`src/rtl/keylock_pkg.sv`:
```
// rtl/keylock_pkg.sv - shared key codes, FSM state encoding and timer width for the keypad lock
//   Key codes: 0-9 digits, KEY_CLEAR, KEY_ENTER, KEY_SET; 13-15 carry no meaning.
//   state_t: sequencer states used by keylock_ctrl.
package keylock_pkg;

    localparam logic [3:0] KEY_CLEAR = 4'd10;
    localparam logic [3:0] KEY_ENTER = 4'd11;
    localparam logic [3:0] KEY_SET   = 4'd12;

    localparam int TIMER_W = 32;

    typedef enum logic [2:0] {
        S_IDLE     = 3'd0,
        S_ENTRY    = 3'd1,
        S_CHECK    = 3'd2,
        S_UNLOCKED = 3'd3,
        S_FAIL     = 3'd4,
        S_LOCKOUT  = 3'd5,
        S_SET      = 3'd6
    } state_t;

    function automatic logic is_digit_key(input logic [3:0] k);
        return k <= 4'd9;
    endfunction

endpackage

```
`src/rtl/digit_accum.sv`:
```
// rtl/digit_accum.sv - decimal entry accumulator (value*10 + digit) with saturating digit count
//   hwclk, reset : clock, async active-high reset
//   clr          : zero the entry; together with digit_en the digit becomes the first of a new entry
//   digit_en     : accept digit
//   digit        : digit value 0-9
//   value, count : accumulated entry and number of digits accepted
module digit_accum #(
    parameter int NUM_DIGITS = 4
) (
    input  logic        hwclk,
    input  logic        reset,
    input  logic        clr,
    input  logic        digit_en,
    input  logic [3:0]  digit,
    output logic [31:0] value,
    output logic [3:0]  count
);

    localparam logic [3:0] MAX_COUNT = 4'(NUM_DIGITS);

    always_ff @(posedge hwclk or posedge reset) begin
        if (reset) begin
            value <= 32'd0;
            count <= 4'd0;
        end else if (clr && digit_en) begin
            value <= {28'd0, digit};
            count <= 4'd1;
        end else if (clr) begin
            value <= 32'd0;
            count <= 4'd0;
        end else if (digit_en && (count < MAX_COUNT)) begin
            // Digits beyond the code length are dropped; count saturates.
            value <= value * 32'd10 + {28'd0, digit};
            count <= count + 4'd1;
        end
    end

endmodule

```
`src/rtl/keylock_ctrl.sv`:
```
// rtl/keylock_ctrl.sv - keypad lock sequencer: entry, code check, unlock window, fail lockout, code change
//   hwclk, reset          : 12 MHz clock, async active-high reset
//   key_valid, key_code   : decoded key strobe and code
//   key_ready             : key presses are accepted this cycle
//   typed, digit_count    : current entry value and digit count
//   unlocked, fail_pulse  : lock open; one-cycle pulse per wrong entry
//   lockout, set_mode     : lockout active; new code being entered
//   fail_count            : consecutive wrong entries
module keylock_ctrl
    import keylock_pkg::*;
#(
    parameter int NUM_DIGITS     = 4,
    parameter int MAX_FAILS      = 3,
    parameter int LOCKOUT_CYCLES = 24000000,
    parameter int UNLOCK_CYCLES  = 36000000,
    parameter int DEFAULT_CODE   = 1234
) (
    input  logic        hwclk,
    input  logic        reset,
    input  logic        key_valid,
    input  logic [3:0]  key_code,
    output logic        key_ready,
    output logic [31:0] typed,
    output logic [3:0]  digit_count,
    output logic        unlocked,
    output logic        fail_pulse,
    output logic        lockout,
    output logic        set_mode,
    output logic [3:0]  fail_count
);

    localparam logic [3:0]         FULL_COUNT   = 4'(NUM_DIGITS);
    localparam logic [3:0]         FAIL_LIMIT   = 4'(MAX_FAILS);
    // Timers run down to zero inclusive, so load N-1 for an N-cycle window.
    localparam logic [TIMER_W-1:0] LOCKOUT_LOAD = TIMER_W'(LOCKOUT_CYCLES - 1);
    localparam logic [TIMER_W-1:0] UNLOCK_LOAD  = TIMER_W'(UNLOCK_CYCLES - 1);

    state_t             state;
    logic [TIMER_W-1:0] timer;
    logic [31:0]        code;

    logic key_acc;
    logic key_digit;
    logic key_enter;
    logic key_clear;
    logic key_set;
    logic acc_clr;
    logic acc_en;
    logic match;

    assign key_acc   = key_valid && key_ready;
    assign key_digit = key_acc && is_digit_key(key_code);
    assign key_enter = key_acc && (key_code == KEY_ENTER);
    assign key_clear = key_acc && (key_code == KEY_CLEAR);
    assign key_set   = key_acc && (key_code == KEY_SET);
    assign match     = (digit_count == FULL_COUNT) && (typed == code);

    always_comb begin
        acc_clr = 1'b0;
        acc_en  = 1'b0;
        case (state)
            S_IDLE: begin
                // First digit of a fresh entry replaces whatever was left behind.
                acc_clr = key_digit;
                acc_en  = key_digit;
            end
            S_ENTRY, S_SET: begin
                acc_en  = key_digit;
                acc_clr = key_clear;
            end
            S_CHECK:    acc_clr = 1'b1;
            S_UNLOCKED: acc_clr = key_set;
            default: begin
                acc_clr = 1'b0;
                acc_en  = 1'b0;
            end
        endcase
    end

    digit_accum #(
        .NUM_DIGITS(NUM_DIGITS)
    ) u_accum (
        .hwclk    (hwclk),
        .reset    (reset),
        .clr      (acc_clr),
        .digit_en (acc_en),
        .digit    (key_code),
        .value    (typed),
        .count    (digit_count)
    );

    always_ff @(posedge hwclk or posedge reset) begin
        if (reset) begin
            state      <= S_IDLE;
            timer      <= '0;
            code       <= 32'(DEFAULT_CODE);
            fail_count <= 4'd0;
            unlocked   <= 1'b0;
            fail_pulse <= 1'b0;
            lockout    <= 1'b0;
            set_mode   <= 1'b0;
            key_ready  <= 1'b1;
        end else begin
            fail_pulse <= 1'b0;
            case (state)
                S_IDLE: begin
                    if (key_digit) begin
                        state <= S_ENTRY;
                    end
                end
                S_ENTRY: begin
                    if (key_enter) begin
                        state     <= S_CHECK;
                        key_ready <= 1'b0;
                    end
                end
                S_CHECK: begin
                    if (match) begin
                        state      <= S_UNLOCKED;
                        fail_count <= 4'd0;
                        timer      <= UNLOCK_LOAD;
                        unlocked   <= 1'b1;
                        key_ready  <= 1'b1;
                    end else begin
                        state      <= S_FAIL;
                        fail_pulse <= 1'b1;
                        if (fail_count < FAIL_LIMIT) begin
                            fail_count <= fail_count + 4'd1;
                        end
                    end
                end
                S_FAIL: begin
                    if (fail_count == FAIL_LIMIT) begin
                        state   <= S_LOCKOUT;
                        timer   <= LOCKOUT_LOAD;
                        lockout <= 1'b1;
                    end else begin
                        state     <= S_IDLE;
                        key_ready <= 1'b1;
                    end
                end
                S_LOCKOUT: begin
                    if (timer == '0) begin
                        state      <= S_IDLE;
                        lockout    <= 1'b0;
                        fail_count <= 4'd0;
                        key_ready  <= 1'b1;
                    end else begin
                        timer <= timer - 1'b1;
                    end
                end
                S_UNLOCKED: begin
                    if ((timer == '0) || key_enter) begin
                        state    <= S_IDLE;
                        unlocked <= 1'b0;
                        timer    <= '0;
                    end else if (key_set) begin
                        state    <= S_SET;
                        unlocked <= 1'b0;
                        set_mode <= 1'b1;
                        timer    <= '0;
                    end else begin
                        timer <= timer - 1'b1;
                    end
                end
                S_SET: begin
                    if (key_enter) begin
                        // A short entry aborts the change and keeps the old code.
                        if (digit_count == FULL_COUNT) begin
                            code <= typed;
                        end
                        state    <= S_IDLE;
                        set_mode <= 1'b0;
                    end
                end
                default: begin
                    state      <= S_IDLE;
                    unlocked   <= 1'b0;
                    lockout    <= 1'b0;
                    set_mode   <= 1'b0;
                    key_ready  <= 1'b1;
                end
            endcase
        end
    end

endmodule

```
`config.mk`:
```
export PLATFORM = sky130hd
export DESIGN_NAME = keylock_ctrl
export DESIGN_NICKNAME = d
export VERILOG_FILES = /design/src/rtl/keylock_pkg.sv /design/src/rtl/digit_accum.sv /design/src/rtl/keylock_ctrl.sv
export SDC_FILE = /design/constraint.sdc
export NUM_CORES = 1
export LEC_CHECK = 0
export ABC_AREA = 1
export CORE_ASPECT_RATIO = 0.75
export CORE_MARGIN = 5
export CORE_UTILIZATION = 41
export DETAILED_ROUTE_END_ITERATION = 7
export PLACE_DENSITY = 0.62
export SLEW_MARGIN = 20
export SYNTH_ARGS = -nofsm -noshare
export SYNTH_HDL_FRONTEND = slang
export SYNTH_HIERARCHICAL = 1
export SYNTH_SLANG_ARGS = --single-unit
```
`constraint.sdc`:
```
create_clock -name hwclk -period 6.9 [get_ports hwclk]
set_input_delay 1.035 -clock hwclk [delete_from_list [all_inputs] [get_ports hwclk]]
set_output_delay 1.035 -clock hwclk [all_outputs]
set_load 0.1 [all_outputs]
```
==> Yosys cells after proc, flatten, opt, wreduce, memory -nomap -nowiden <==
Cells that the tools add are included.
{ "op_classes": {"add_sub_neg": 4, "multipliers": 1, "div_mod_pow": 0, "magnitude_cmp": 3, "n_eq_ne": 24, "n_shift": 0, "mux": 43, "bitwise_logic": 4, "reduce_logical": 28} }
{ "ops": {"columns": ["operator", "n"], "rows": [
  ["2-to-1 mux 32 bit", 8],
  ["case mux 32 bit (4 select lines)", 1],
  ["adder 32 x 4 -> 32 bit", 1],
  ["== test 32 bit", 1],
  ["zero test 32 bit", 1],
  ["multiplier 32 x 3 -> 31 bit (second input constant)", 1],
  ["subtractor 32 x 1 -> 32 bit (second input constant)", 1],
  ["2-to-1 mux 3 bit", 8],
  ["2-to-1 mux 4 bit", 6],
  ["case mux 3 bit (7 select lines)", 1],
  ["inequality test 2 bit (second input constant)", 10],
  ["OR reduction 5 bit", 3],
  ["2-to-1 mux 1 bit", 13],
  ["== test 4 bit (second input constant)", 3],
  ["AND reduction 3 bit", 4],
  ["AND reduction 5 bit", 2],
  ["== test 3 bit (second input constant)", 3],
  ["case mux 1 bit (3 select lines)", 3],
  ["adder 4 x 1 -> 4 bit (second input constant)", 2],
  ["logical AND 1 bit", 8],
  ["case mux 4 bit (2 select lines)", 1],
  ["AND reduction 4 bit", 2],
  ["== test 3 x 2 -> 1 bit (second input constant)", 2],
  ["inequality test 3 bit (second input constant)", 2],
  ["16 further kinds", 20]
]} }
{ "totals": {"register_bits": 112, "latch_bits": 0, "mem_bits_rw": 0, "mem_bits_ro": 0, "inputBits": 7, "out_inout_bits": 45, "wordCells": 118, "memories": 0} }

==> Logic depth before layout (Yosys ltp) <==
Gate-level depths: netlist of the first run.
{ "logic_depth": {"depth_word": 7, "mapped_depth": 20, "mapped_depth_nobuf": 20} }

==> Hierarchy <==
The synthesis of the first run kept the hierarchy.
{ "modules_own_cells": {"columns": ["mod", "n_inst", "cells_per_inst", "area_each_um2", "seq_area_each_um2"], "rows": [
  ["keylock_ctrl", 1, 766, 5228.8, 1909.3],
  ["digit_accum", 1, 775, 4798.4, 900.9]
]} }

==> Least setup slack after synthesis of the first run <==
No wires, ideal clock.
{ "synth_timing": {"path_kind": "register to register", "from": "reg u_accum.value[1]", "to": "reg u_accum.value[30]", "setup_ps": 120, "arrival_time_ps": 3339, "required_time_ps": 6780, "path_slack_ps": 3441, "stages_incl_launch_ff": 19, "n_path_buf": 0, "period_less_slack_ps": 3459, "cell_sequence": "dfrtp_1 ha_1 ha_1 fa_1 nand2_1 inv_1 nand4_1 nand2_1 nand2_1 inv_1 nand2_2 nor2_4 nand2_4 nor2_8 nand4_4 nor2_4 nand3_1 nand3_1 nand2_1"} }
{ "synth_between": {"elab_chain_len": 5} }
{ "synth_lines": {"columns": ["element", "line", "source"], "rows": [
  ["start: declaration", "digit_accum.sv:15", "output logic [31:0] value,"],
  ["start signal: assignment", "digit_accum.sv:26", "value <= {28'd0, digit};"],
  ["start signal: assignment", "digit_accum.sv:33", "value <= value * 32'd10 + {28'd0, digit};"],
  ["multiplier 32 x 3 -> 31 bit", "digit_accum.sv:33", null],
  ["adder 32 x 4 -> 32 bit", "digit_accum.sv:33", null],
  ["2-to-1 mux 32 bit", "digit_accum.sv:31", "end else if (digit_en && (count < MAX_COUNT)) begin"],
  ["2-to-1 mux 32 bit", "digit_accum.sv:28", "end else if (clr) begin"],
  ["2-to-1 mux 32 bit", "digit_accum.sv:25", "end else if (clr && digit_en) begin"]
]} }
No other way between the ends. The select of a mux whose other input is x is not followed.
A chain may end at the register's enable or synchronous reset.

==> Final worst setup path of the first run <==
{ "layout_timing": {"from": "in key_code[2]", "to": "reg u_accum.value[21]"} }
{ "layout_between": {"elab_chain_len": 5, "elab_cells_between_ends": 15, "cone_classes": "add/sub (1); order compare (1); eq/ne (2); mux (5); reduce/logical (6)"} }
{ "layout_lines": {"columns": ["element", "line", "source"], "rows": [
  ["start: declaration", "keylock_ctrl.sv:21", "input logic [3:0] key_code,"],
  ["less-or-equal comparator 4 bit, or another cell as far along", "keylock_pkg.sv:23", "return k <= 4'd9;"],
  ["logical AND 1 bit, on equally long branches", "keylock_ctrl.sv:52, keylock_ctrl.sv:54, keylock_ctrl.sv:55", null],
  ["case mux 1 bit (4 select lines) (*)", "keylock_ctrl.sv:61", "case (state)"],
  ["named net acc_clr", "keylock_ctrl.sv:47", "logic acc_clr;"],
  ["2-to-1 mux 32 bit or logical AND 1 bit (tied branches)", "digit_accum.sv:28, digit_accum.sv:25", null],
  ["2-to-1 mux 32 bit or nonzero test 3 bit (tied branches)", null, null]
]} }
Mark *: on every way through the listed nets, which the timed path passes. The rest lies on a longest branch. The select of a mux whose other input is x is not followed.

==> results_dict.tcl, run 1 <==
set metrics [dict create \
    timing.fmax_mhz 284 \
    status "finished, final reports clean" \
    hp-class "reg2reg" \
    synthesis.area_sq_um 10000 \
    rows 49 \
    period_needed_ps 3520 \
    cts_buffers 9 \
    reg2regPathDepth 17 \
    r2r-start "u_accum/value[1]" \
    worstSetupEndpointType "flop" \
    regToRegSetupSlack_ps 3580 \
    hold_depth 2 \
    ys_warn_count 6 \
    place_congestion 0.905 \
    die-width_um 191 \
    cp_data_arrival_time_ps 3760 \
    cp_max_fo 22 \
    power_leakage_nw 5.67 \
    finalClockSkew_ps 15.0 \
    maxCapViolations 0 \
    cts_num_sinks 112 \
    fin_setup_tns_ps 0 \
    drtAntennaViolNets 0 \
    synthCells 1541 \
    fill_cells 2558 \
    async_flop_share_pct 100 \
    multi_input_area_sq_um 6330 \
    dieArea_sq_um 27700 \
    slew_violations 0 \
    finalNetCount 1657 \
    power.density_nw_per_um2 106 \
    cts_setup_buffers 0 \
    syn_area_per_cell_sq_um 6.51 \
    place_inst 1905 \
    grt_first_pass_wirelength_mm 47.5 \
    vias 9681 \
    utilization_pct 46.4 \
    post-route-period-util_pct 51.0 \
    diodes 0 \
    vias_per_cell 5.04 \
    cts.htree.levels 3 \
    ys_types 51 \
    min_to "unlocked" \
    cp.required_ps 7150 \
    overflow 0 \
    antenna_found_initial 0 \
    cts_resized 0 \
    slew_headroom_pct 32.7 \
    hold_viol 0 \
    drc_errors 0 \
    rsz0062_at_grt "false" \
    dieHeight_um 145 \
    initial_utilization_pct 41.7 \
    synth-seq-area-share_pct 28.0 \
    clk_latency_ps 360 \
    core-area_sq_um 24000 \
    hold_buffers 0 \
    cts_tree "done" \
    worstSetupPathType "in2reg" \
    grt_max_degree 52 \
    cts_max_path_buffers 2 \
    dp_hpwl_mm 22.3 \
    p_total_mw 1.18 \
    track_usage_pct 20.8 \
    timing.rr.end "u_accum/value[29]" \
    routedWlPerCell_um 14.7 \
    drt-initial-drc-count 899 \
    synth-seq-cells 112 \
    peakVddDrop_mv 0.113 \
    synth_nets 1613 \
    start_kind "input port" \
    max_slew.worst_pin.slew_ps 1010 \
    synth_top_flop_cell "dfrtp_1" \
    pin_count 52 \
    port_buffers 51 \
    grt_pass1_vias 8983 \
    clock-root-buffer "clkbuf_16" \
    drt-total-wl_mm 28.3 \
    final_cells 1921 \
    min_from "unlocked" \
    timing.hold.ws_ps 476 \
    clk_pin_slew_ps 80 \
    drive_gt1_share_pct 7.61 \
    synth-edff-count 0 \
    area_growth_syn_to_layout_pct 11.1 \
    seq_area_sq_um 2810 \
    first_pass_iters 5 \
    setup_violations 0 \
]
-- sequential cells by signal (all words and copies together) (netlist names) --
name	cells
u_accum/value	32
timer	32
unlocked	1
u_accum/count	4
state	3
fail_count	4
code	32
set_mode	1
key_ready	1
fail_pulse	1
lockout	1
-- metrics by stage --
stage	worst slack [ps]	area, sq um
CTS	3400	11100
global placement	3130	10900
floorplan	3440	10000
detailed placement	3020	10900
global route	3070	11100
finish	3380	11100
-- cells in the final DEF, fill, tap and decap left out, drive strengths merged, types with 13 or more instances in the layout --
master	netlist	routed
inv	201	202
xor2	19	19
clkdlybuf4s50	0	51
nand4	35	35
nor2	187	187
xnor2	24	24
o21ai	51	51
dfrtp	106	106
mux2	13	13
nor3	16	16
nand3	111	111
ha	63	63
nand2	588	588
a21oi	37	37
-- layer usage --
layer	vias to the layer above	track usage [%]	share of wire [%]
li1	4984	-	-
met1	4402	35.3	55
met2	282	27.3	37
met3	13	3.84	7.1
met4	0	2.69	0.46
met5	-	0	0
-- cell families (layout without fill, tap and decap cells) --
kind of cell | after synthesis | count (layout) | share of synthesized area [%]
adder cells (fa/ha/maj) | 65 | 65 | 8.26
buffers and inverters | 227 | 276 | 8.88
XOR/XNOR | 43 | 43 | 3.76
multiplexers | 13 | 13 | 1.46
AND/OR/NAND/NOR | 963 | 963 | 42.8
flip-flops | 112 | 112 | 28.0
AO/OA/AOI/OAI | 118 | 118 | 6.80
-- critical path, stage by stage --
cell,delay [ps]
clkdlybuf4s50_1,620
nand2_1,130
nor4_2,150
buf_4,250
nand2_1,70
a31oi_1,670
nor2_1,110
buf_4,250
inv_1,260
a21oi_1,60
o21ai_0,80
nand2_1,70
-- cell usage after synthesis (4+ instances only) --
library cell  instances  area [sq um]
nand2_1             558          2090
inv_1               191           717
nor2_1              156           586
dfrtp_1             106          2650
nand3_1              99           495
ha_1                 63           788
o21ai_0              43           215
a21oi_1              33           165
nand4_1              33           206
nand2_2              26           163
xnor2_1              24           210
xor2_1               19           166
nor2_2               17           106
nor3_1               16          80.1
nor2_4               13           146
mux2_1               12           135
nand3_2              11           110
clkbuf_1             10          37.5
and2_1                9          56.3
inv_2                 9          33.8
nand3b_1              9          67.6
buf_2                 8          40.0
o211ai_1              8          60.1
o21ai_1               8          40.0
a31oi_1               7          43.8
dfstp_2               6           158
a21oi_2               4          35.0
nand2_4               4          45.0
-- cell type report --
class	instances	share of cell area, %
multi-input cells	1202	56.8
clock buffers	10	2.05
inverters	204	6.91
flip-flops and latches	112	25.2
clock inverters	6	0.393
repair buffers	56	4.92
well taps	331	3.72
-- power breakdown --
part | internal [mW] | leakage, nW | switching [mW]
logic | 0.00481 | 4.18 | 0.0172
registers | 0.656 | 1.36 | 0
clock network | 0.248 | 0.133 | 0.257
total | 0.909 | 5.67 | 0.274
-- worst max path at each step --
| stage | cells after the start | end | start | slack, ps |
|---|---|---|---|---|
| after detailed placement | 12 | u_accum/value[17] | key_code[2] | 3020 |
| final | 12 | u_accum/value[21] | key_code[2] | 3380 |
| after floorplan | 18 | u_accum/value[30] | u_accum/value[1] | 3440 |
| after global placement | 12 | u_accum/value[10] | key_code[2] | 3130 |
| after CTS | 12 | u_accum/value[21] | key_code[2] | 3400 |
| after global routing | 12 | u_accum/value[10] | key_code[2] | 3070 |
(Power assumes the default switching activity.)
==> run 2, diff against run 1 <==
==> constraint.sdc (replaced) <==
create_clock -name hwclk -period 3.35 [get_ports hwclk]
set_input_delay 0.5025 -clock hwclk [delete_from_list [all_inputs] [get_ports hwclk]]
set_output_delay 0.5025 -clock hwclk [all_outputs]
set_load 0.1 [all_outputs]
==> run 2 against run 1 <==
Against the previous run:
- sequential share of layout area is 0.29 points lower
- core utilization is 0.57 points higher
- setup slack worse by 3200 ps
- register-to-register slack worse by 3400 ps
- sequential cell count stayed put
- die area stayed put
- non-clock buffer count is 19 higher
- via count is 1.1% higher
- global-route usage is 0.40 points lower
==> results_dict.tcl, run 2 (same netlist as run 1, synthesis figures left out) <==
set metrics [dict create \
    period_needed_ps 3140 \
    layout_common_cells "nand2_1, inv_1, nor2_1" \
    fin_setup_tns_ps 0 \
    cts_tree "done" \
    start_kind "flop" \
    regToRegSetupSlack_ps 210 \
    cts_max_path_buffers 2 \
    power.density_nw_per_um2 239 \
    max_slew.worst_pin.slew_ps 978 \
    post-route-period-util_pct 93.7 \
    cp.required_ps 3650 \
    peakVddDrop_mv 0.238 \
    clk_pin_slew_ps 80 \
    antenna_found_initial 0 \
    drc_errors 0 \
    worstSetupEndpointType "flop" \
    drt-total-wl_mm 28.9 \
    cts_buffers 9 \
    vias_per_cell 5.05 \
    slew_violations 0 \
    die-width_um 191 \
    top_regs "code: 32 flops, timer: 32 flops, u_accum/value: 32 flops" \
    utilization_pct 46.9 \
    timing.rr.end "u_accum/value[23]" \
    clock-root-buffer "clkbuf_16" \
    dp_hpwl_mm 23.0 \
    pin_count 52 \
    cp_max_fo 6 \
    place_congestion 0.931 \
    hold_depth 2 \
    grt_max_degree 52 \
    slowest_stage "fa_2" \
    reg2regPathDepth 14 \
    core-area_sq_um 24000 \
    finalNetCount 1676 \
    dieArea_sq_um 27700 \
    place_inst 1920 \
    worstSetupPathType "reg2reg" \
    setup_violations 0 \
    final_common_cell "nand2_1" \
    area_growth_syn_to_layout_pct 12.5 \
    overflow 0 \
    dieHeight_um 145 \
    hold_viol 0 \
    crit_chain "ha_1, ha_1, fa_2, nand3_1, nor2_2, nand3_2, nor2_4, nand2_1, nor2_1, nand4_2, nor2_4, buf_4, nor2_1, o21ai_1" \
    path_delay_family "simple AND/OR/NAND/NOR gates" \
    port_buffers 51 \
    grt_first_pass_wirelength_mm 46.5 \
    status "finished, final reports clean" \
    r2r-start "u_accum/value[3]" \
    slew_headroom_pct 34.6 \
    drive_gt1_share_pct 11.4 \
    first_pass_iters 6 \
    initial_utilization_pct 41.7 \
    grt_pass1_vias 8662 \
    rows 49 \
    cts.htree.levels 3 \
    diodes 0 \
    cts_num_sinks 112 \
    hp-class "reg2reg" \
    drt-initial-drc-count 906 \
    cp_num_buf_inv 1 \
    finalClockSkew_ps 10.9 \
    maxCapViolations 0 \
    track_usage_pct 20.4 \
    timing.fmax_mhz 318 \
    power_leakage_nw 5.87 \
    min_from "unlocked" \
    final_cells 1940 \
    max_stage_delay_ps 590 \
    vias 9788 \
    min_to "unlocked" \
    routedWlPerCell_um 14.9 \
    cp_data_arrival_time_ps 3440 \
    clk_latency_ps 360 \
    drtAntennaViolNets 0 \
]
## run 2: cell count changes in the layout (fill, tap and decap cells not counted), moves of 2 or more
cell / change
dfrtp_1: -2
clkdlybuf4s50_1: -37
dfrtp_2: +2
nor2_2: +2
buf_4: +56
nor2_1: -2
clkinv_2: -2
bufinv_16: +3
## run 2: tightest hold or removal path, stage by stage, from the launching register on
cell and delay [ps]:
dfrtp_1 350, nand2_1 50, nand2_1 50
## run 2: worst max-delay path by stage
stage	startpoint	to	slack [ps]	cells after the start
finish	u_accum/value[3]	u_accum/value[23]	210	14
global route	u_accum/value[3]	u_accum/value[20]	-10	18
CTS	u_accum/value[1]	u_accum/value[29]	210	17
detailed placement	u_accum/value[1]	u_accum/value[29]	230	17
global placement	key_code[1]	u_accum/value[31]	250	16
floorplan	u_accum/value[4]	u_accum/value[30]	80	17
## run 2: timing repair
item	CTS	global route
hold buffers	0	0
resized for setup	0	3
endpoints found under the setup margin	0	5
endpoints found under the hold margin	0	0
setup buffers	0	4
## run 2: layout make-up
| type | instances | area [sq um] |
|---|---|---|
| Clock buffer | 9 | 225 |
| Sequential cell | 112 | 2810 |
| Multi-Input combinational cell | 1202 | 6340 |
| Inverter | 204 | 769 |
| Timing Repair Buffer | 75 | 598 |
| Clock inverter | 7 | 125 |
| Fill cell | 2529 | 12800 |
| Tap cell | 331 | 414 |
## run 2: power by group
group	switching, mW	leakage [nW]	internal [mW]
registers	0	1.36	1.35
logic	0.0361	4.35	0.0107
clock network	0.556	0.164	0.741
## run 2: stage by stage
step                      power, mW  worst slack (ps)  hold WS, ps  cell area, sq um
after global placement         1.43               253          464             10900
after CTS                      2.73               213          488             11200
after floorplan                1.40              77.6          449             10000
final                          2.69               210          481             11300
after detailed placement       1.43               234          469             10900
after global routing           2.79             -10.9          528             11300
## run 2: routing by layer
layer  track usage, %  share of wire [%]  wire length (um)
met1             34.4                 55             15800
met2             27.2                 39             11200
met3             3.41                6.0              1740
met4             2.76               0.78               225
met5                0                  0                 0
==> run 3, diff against run 2 <==
==> constraint.sdc (replaced) <==
create_clock -name hwclk -period 3.35 [get_ports hwclk]
set_input_delay 0.335 -clock hwclk [delete_from_list [all_inputs] [get_ports hwclk]]
set_output_delay 0.335 -clock hwclk [all_outputs]
set_load 0.1 [all_outputs]
==> run 3 against run 2 <==
Against the previous run:
- sequential cell count unchanged
- setup slack improved by 27 ps
- design area grew 0.47%
- combinational power up 4.5%
- power decreased by 3.1%
- sequential share of layout area shrank 0.12 points
==> results_dict.tcl, run 3 (same netlist as run 1, synthesis figures left out) <==
set metrics [dict create \
    hold_viol 0 \
    drt-total-wl_mm 28.7 \
    combPwrFrac_pct 1.9 \
    p_sw_mw 0.583 \
    dp_hpwl_mm 23.0 \
    post-route-period-util_pct 92.9 \
    cts_max_path_buffers 2 \
    die-width_um 191 \
    setup_violations 0 \
    routedWlPerCell_um 14.8 \
    cp_data_arrival_time_ps 3370 \
    antenna_found_initial 0 \
    period_needed_ps 3110 \
    dieArea_sq_um 27700 \
    cp.required_ps 3610 \
    clkPwrFrac_pct 46.4 \
    diodes 0 \
    fin_setup_tns_ps 0 \
    max_slew.worst_pin.slew_ps 1010 \
    vias_per_cell 5.06 \
    power_leakage_nw 5.77 \
    cts_num_sinks 112 \
    dieHeight_um 145 \
    finalNetCount 1673 \
    cts_tree "done" \
    place_congestion 0.953 \
    clk_latency_ps 360 \
    area_growth_syn_to_layout_pct 13.0 \
    grt_pass1_vias 8877 \
    grt_first_pass_wirelength_mm 47.1 \
    timing.fmax_mhz 321 \
    cts.htree.levels 3 \
    cp_num_buf_inv 0 \
    slowest_stage "fa_2" \
    drt-initial-drc-count 937 \
    top_regs "code: 32 flops, timer: 32 flops, u_accum/value: 32 flops" \
    layout_common_cells "nand2_1, inv_1, nor2_1" \
    rows 49 \
    drive_gt1_share_pct 9.09 \
    start_kind "flop" \
    place_area_sq_um 11000 \
    rsz0062_at_grt "false" \
    drc_errors 0 \
    multi_input_area_sq_um 6340 \
    slew_headroom_pct 32.3 \
    p_sw_share_pct 22.3 \
    overflow 0 \
    final_area_sq_um 11300 \
    hp-class "in2async" \
    drtAntennaViolNets 0 \
    clock-root-buffer "clkbuf_16" \
    crit_chain "ha_1, ha_2, fa_2, nand3_1, nor2_2, nand3_2, nor2_4, nand2_1, nor2_2, nand4_2, nor2_4, nand3_1, nand3_1, nand2_1" \
    crit_path_frequent_cell "nand3_1" \
    grt_max_degree 52 \
    first_pass_iters 5 \
    worstSetupEndpointType "flop" \
    seq_area_sq_um 2810 \
    cts_buffers 9 \
    path_delay_family "simple AND/OR/NAND/NOR gates" \
    track_usage_pct 20.8 \
    worstSetupPathType "reg2reg" \
    finalClockSkew_ps 14.1 \
    port_buffers 51 \
    vias 9809 \
    cts_setup_buffers 0 \
    initial_utilization_pct 41.7 \
    peakVddDrop_mv 0.250 \
    core-area_sq_um 24000 \
    max_stage_delay_ps 560 \
    slew_violations 0 \
    fill_cells 2495 \
    pin_count 52 \
    p_int_mw 2.03 \
    power.density_nw_per_um2 230 \
    clk_pin_slew_ps 80 \
    seqPwrFrac_pct 51.7 \
    final_common_cell "nand2_1" \
    utilization_pct 47.2 \
    maxCapViolations 0 \
    status "finished, final reports clean" \
    cp_max_fo 7 \
]
-- run 3: cell type report --
type | count | area share, %
multi-input cells | 1202 | 56.0
flip-flops and latches | 112 | 24.8
inverters | 204 | 6.79
repair buffers | 72 | 5.87
well taps | 331 | 3.65
clock buffers | 9 | 1.99
clock inverters | 7 | 0.927
-- run 3: metal layers --
metal	global-route usage (%)	vias to the layer above	routed length, um
met5	0	-	0
met4	2.44	0	172
met3	3.69	12	2020
met2	27.8	288	10900
met1	34.9	4506	15600
li1	-	5003	-
-- run 3: metrics by stage --
stage | std cells | power (mW) | hold slack [ps] | setup WS [ps]
final | 1937 | 2.61 | 424 | 237
after global routing | 1937 | 2.72 | 480 | 23.4
after CTS | 1937 | 2.65 | 434 | 148
after detailed placement | 1921 | 1.43 | 464 | 166
after global placement | 1921 | 1.43 | 461 | 206
after floorplan | 1541 | 1.40 | 449 | 77.6
-- run 3: final timing paths --
check,from,endpoint,slack [ps],depth (start not counted)
worst max-delay path,u_accum/value[1],u_accum/value[31],240,14
worst min-delay path,reset,code[27],420,2
worst max register to register,u_accum/value[1],u_accum/value[31],240,14
worst min register to register,unlocked,unlocked,480,2
max in group asynchronous,reset,code[6],2170,3
min in group hwclk,unlocked,unlocked,480,2
-- run 3: timing repair --
| item | CTS | global route |
|---|---|---|
| hold buffers | 0 | 0 |
| gates resized for setup | 0 | 5 |
| endpoints found under the setup margin | 0 | 11 |
-- run 3: power by group through the flow --
stage	Combinational [mW]	Sequential, mW	Clock, mW
detailed placement	0.0513	1.38	0
finish	0.0489	1.35	1.21
global route	0.0579	1.35	1.31
global placement	0.0514	1.38	0
CTS	0.0514	1.35	1.25
floorplan	0.0243	1.38	0
